<file path="src/rtl/group_4_serializer.sv">
// Four-word parallel-in / serial-out buffer with a valid/ready output handshake.
// A load in IDLE captures in1..in4; the words then leave in order, one per handshake.
module group_4_serializer #(
  parameter int WIDTH = 32
) (
  input  logic             clk,
  input  logic             rst,
  input  logic             clr,
  input  logic             load,
  input  logic [WIDTH-1:0] in1,
  input  logic [WIDTH-1:0] in2,
  input  logic [WIDTH-1:0] in3,
  input  logic [WIDTH-1:0] in4,
  output logic [WIDTH-1:0] out_data,
  output logic             out_valid,
  input  logic             out_ready,
  output logic [1:0]       out_idx,
  output logic             busy,
  output logic             done
);

  typedef enum logic {
    IDLE = 1'b0,
    SEND = 1'b1
  } state_t;

  state_t           state_q, state_d;
  logic [1:0]       idx_q, idx_d;
  logic             done_q, done_d;
  logic [WIDTH-1:0] buf_q [4];
  logic [WIDTH-1:0] buf_d [4];

  // State, index, done pulse and word buffer registers.
  always_ff @(posedge clk or negedge rst) begin
    if (!rst) begin
      state_q <= IDLE;
      idx_q   <= 2'd0;
      done_q  <= 1'b0;
      for (int i = 0; i < 4; i++) begin
        buf_q[i] <= {WIDTH{1'b0}};
      end
    end else begin
      state_q <= state_d;
      idx_q   <= idx_d;
      done_q  <= done_d;
      for (int i = 0; i < 4; i++) begin
        buf_q[i] <= buf_d[i];
      end
    end
  end

  // Next-state logic; clr wins over both load and a pending handshake.
  always_comb begin
    state_d = state_q;
    idx_d   = idx_q;
    done_d  = 1'b0;
    for (int i = 0; i < 4; i++) begin
      buf_d[i] = buf_q[i];
    end

    if (clr) begin
      state_d = IDLE;
      idx_d   = 2'd0;
      for (int i = 0; i < 4; i++) begin
        buf_d[i] = {WIDTH{1'b0}};
      end
    end else begin
      case (state_q)
        IDLE: begin
          if (load) begin
            buf_d[0] = in1;
            buf_d[1] = in2;
            buf_d[2] = in3;
            buf_d[3] = in4;
            idx_d    = 2'd0;
            state_d  = SEND;
          end else begin
            state_d = IDLE;
          end
        end
        SEND: begin
          // load is deliberately not looked at here: the buffer is frozen mid-burst.
          if (out_ready) begin
            if (idx_q == 2'd3) begin
              state_d = IDLE;
              idx_d   = 2'd0;
              done_d  = 1'b1;
            end else begin
              idx_d = idx_q + 2'd1;
            end
          end else begin
            idx_d = idx_q;
          end
        end
        default: begin
          state_d = IDLE;
          idx_d   = 2'd0;
        end
      endcase
    end
  end

  // Outputs are pure decodes of registered state, so they are glitch-free after each edge.
  assign out_valid = (state_q == SEND);
  assign busy      = (state_q == SEND);
  assign out_idx   = (state_q == SEND) ? idx_q : 2'd0;
  assign out_data  = (state_q == SEND) ? buf_q[idx_q] : {WIDTH{1'b0}};
  assign done      = done_q;

endmodule

</file>
<file path="config.mk">
export PLATFORM = sky130hd
export DESIGN_NAME = group_4_serializer
export DESIGN_NICKNAME = d
export VERILOG_FILES = /design/src/rtl/group_4_serializer.sv
export SDC_FILE = /design/constraint.sdc
export NUM_CORES = 1
export LEC_CHECK = 0
export ABC_AREA = 1
export CAP_MARGIN = 30
export CORE_MARGIN = 2
export CORE_UTILIZATION = 49
export DETAILED_ROUTE_END_ITERATION = 6
export GPL_TIMING_DRIVEN = 0
export PLACE_DENSITY = 0.8
export SLEW_MARGIN = 20
export SYNTH_ARGS = -nofsm -noshare
export SYNTH_HDL_FRONTEND = slang
export SYNTH_SLANG_ARGS = --single-unit
export TNS_END_PERCENT = 10
</file>
<file path="constraint.sdc">
create_clock -name clk -period 1.5 [get_ports clk]
set_input_delay 0.225 -clock clk [delete_from_list [all_inputs] [get_ports clk]]
set_output_delay 0.225 -clock clk [all_outputs]
set_load 0.01 [all_outputs]
</file>
==> results.json <==
{
  "clock_sink_count": 132,
  "fin_crit_ns": 1.99,
  "grt_pass1_vias": 6573,
  "setup_viol": 42,
  "outcome": "complete, but fails checks",
  "cts_buffers": 17,
  "antenna_cells": 0,
  "p_switching_mw": 2.75,
  "cp_slowest_cell": "dfrtp_2",
  "die_h_um": 120,
  "htree_num_levels": 4,
  "drc_errors": 0,
  "grt_usage_pct": 31.2,
  "nFillCells": 930,
  "violations": "setup timing",
  "hpwlAfterDp_um": 14900,
  "hold_viol_final": 0,
  "maxSlewViolCount": 0,
  "ys_ff_latch": 132,
  "grt_max_degree": 82,
  "drive_gt1_share_pct": 26.1,
  "worst_slew_margin_rel_pct": 61.1,
  "antenna_found_initial": 0,
  "hold_class": "input pin to async pin",
  "fmax_mhz": 504,
  "io_pins": 170,
  "max_cap_viol_count": 0,
  "vias_per_cell": 5.57,
  "clockBufferDepth": 2,
  "vias": 6818,
  "crit_family": "buffers and inverters",
  "path_max_fanout": 7,
  "layout_common_cells": "nand3_1, inv_1, clkdlybuf4s50_1, dfrtp_1, o21ai_1",
  "worst-slew-pin-transition_ns": 0.583,
  "cts_root_buf": "clkbuf_16",
  "fin_nets": 1169,
  "crit_arrival_ns": 1.76,
  "fin_crit_sh_pct": 132,
  "ir_drop_uv": 867,
  "leakagePower_nw": 4.49,
  "drt-initial-drc-count": 712,
  "critical_path.endpoint_type": "primary output",
  "worst_slack_ns": -0.486,
  "p_comb_share_pct": 21.1,
  "wl_per_cell_um": 18.5,
  "syn_inst": 834,
  "final_common_cell": "nand3_1",
  "overflow": 0,
  "path_clk_slew_ns": 0.05,
  "io_buffers": 169,
  "path_cells": "inv_4 -> buf_12 -> buf_12 -> nand2_1 -> nand3_1 -> a21oi_2 -> buf_2",
  "swShare_pct": 27.8,
  "cpPeakStageDelay_ns": 0.42,
  "die_area_mm2": 0.0143,
  "crit_required_ns": 1.27,
  "clk_latency_ns": 0.43,
  "worst_setup_path_start_kind": "register",
  "crit_buf_inv": 4,
  "ant_nets": 0,
  "timing.hold.ws_ns": 0.307,
  "fin_util_pct": 75.8,
  "netlist_area_mm2": 0.00656,
  "initial_core_util_pct": 49.9,
  "grt_pass1_wl_um": 34300,
  "seq_area_frac_synth_pct": 50.4,
  "finClkSkew_ns": 0.00646,
  "path_class": "register to primary output",
  "cp_common_cell": "buf_12",
  "first_pass_iters": 5,
  "synth.distinct_cells": 20,
  "p_per_area_mw_per_mm2": 996,
  "gp_congestion": 0.881,
  "rsz0062_at_grt": "yes",
  "syn_nets": 968,
  "areaGrowthSynthToFinish_pct": 51.8,
  "p_seq_share_pct": 38.7,
  "dieWidth_um": 120,
  "clockPowerShare_pct": 40.2,
  "p_int_mw": 7.16,
  "rows": 42,
  "synth.avg_cell_area_um2": 7.86,
  "yosysWarnings": 0,
  "core_area_mm2": 0.0131,
  "drt_wl_total_um": 22700,
  "cts_tree": "built"
}
[worst reg2reg max path: stages (launching register included)]
cell and delay, ns:
dfrtp_2 0.50, nor2_4 0.21, buf_6 0.19, buf_2 0.27, nand3_1 0.12, o21ai_1 0.11
[cell type report]
| cell class | instances | area, um^2 | area share [%] |
|---|---|---|---|
| multi-input combinational | 498 | 2990 | 30.1 |
| tap | 176 | 220 | 2.21 |
| timing repair buffer | 182 | 1740 | 17.5 |
| clock buffer | 27 | 513 | 5.15 |
| buffer | 67 | 607 | 6.10 |
| clock inverter | 4 | 45.0 | 0.453 |
| sequential | 132 | 3310 | 33.2 |
| inverter | 137 | 524 | 5.27 |
[routing by layer]
layer,routed length [um],track usage [%]
met5,0,0
met4,807,12.4
met3,1940,6.94
met2,10800,49.2
met1,9120,41.9
[what timing repair did]
action	4_1_cts	5_1_grt
gates resized for setup	289	87
pin swaps	21	30
setup buffers	4	2
endpoints found under the hold margin	51	0
hold buffers	1	0
cloned	1	4
setup endpoints to repair	139	154
[registers in the layout, summed over array words and instances, names as in the netlist]
register,cells
buf_q,128
idx_q,2
busy,1
done,1
[power groups by stage]
| stage | clock network (mW) | registers, mW | logic (mW) |
|---|---|---|---|
| after floorplan | 0 | 3.87 | 0.821 |
| after global placement | 0 | 3.89 | 1.63 |
| after detailed placement | 0 | 3.89 | 1.66 |
| after CTS | 3.95 | 3.83 | 1.84 |
| after global routing | 4.17 | 3.85 | 2.24 |
| final | 3.99 | 3.84 | 2.09 |
[path summary, 6_finish.rpt]
check / cells after the start / slack, ns / from / end
setup / recovery: 7 / -0.49 / idx_q[0] / out_data[0]
hold / removal: 2 / 0.31 / rst / buf_q[32]
setup reg to reg: 5 / 0.03 / busy / buf_q[68]
hold reg to reg: 2 / 0.52 / buf_q[6] / buf_q[6]
max in group asynchronous: 3 / 0.44 / rst / idx_q[0]
min in group clk: 3 / 0.36 / in3[7] / buf_q[39]
[cell usage after synthesis]
master	instances	area, um^2
a21oi_1	33	165
buf_1	11	41.3
buf_2	33	165
buf_4	3	22.5
buf_6	3	33.8
clkbuf_1	17	63.8
dfrtp_1	132	3300
ha_1	1	12.5
inv_1	136	510
inv_2	1	3.75
nand2_1	135	507
nand3_1	195	976
nand4_1	1	6.26
nor2_1	1	3.75
nor2_2	1	6.26
nor2_4	1	11.3
nor3_1	1	5.00
o21ai_0	9	45.0
o21ai_1	100	500
o21ai_2	20	175
[through the flow]
stage	setup WS [ns]	power, mW	cells	area (um^2)	setup TNS (ns)
global placement	-4.96	5.52	1179	8470	-712.60
floorplan	0.0507	4.70	834	6560	0
CTS	-0.415	9.62	1217	9510	-12.15
detailed placement	-0.923	5.55	1180	8500	-62.28
finish	-0.486	9.91	1223	9950	-13.37
global route	-0.505	10.3	1223	9950	-15.74
[cell families (layout without fill, tap and decap cells)]
group / after synthesis / after routing / share of synthesized area (%)
simple gates: 335 / 335 / 23.1
buf+inv: 204 / 417 / 12.8
compound gates: 162 / 162 / 13.5
flops: 132 / 132 / 50.4
fa+ha+maj: 1 / 1 / 0.191
No activity file was read; power rests on OpenSTA's default activity.
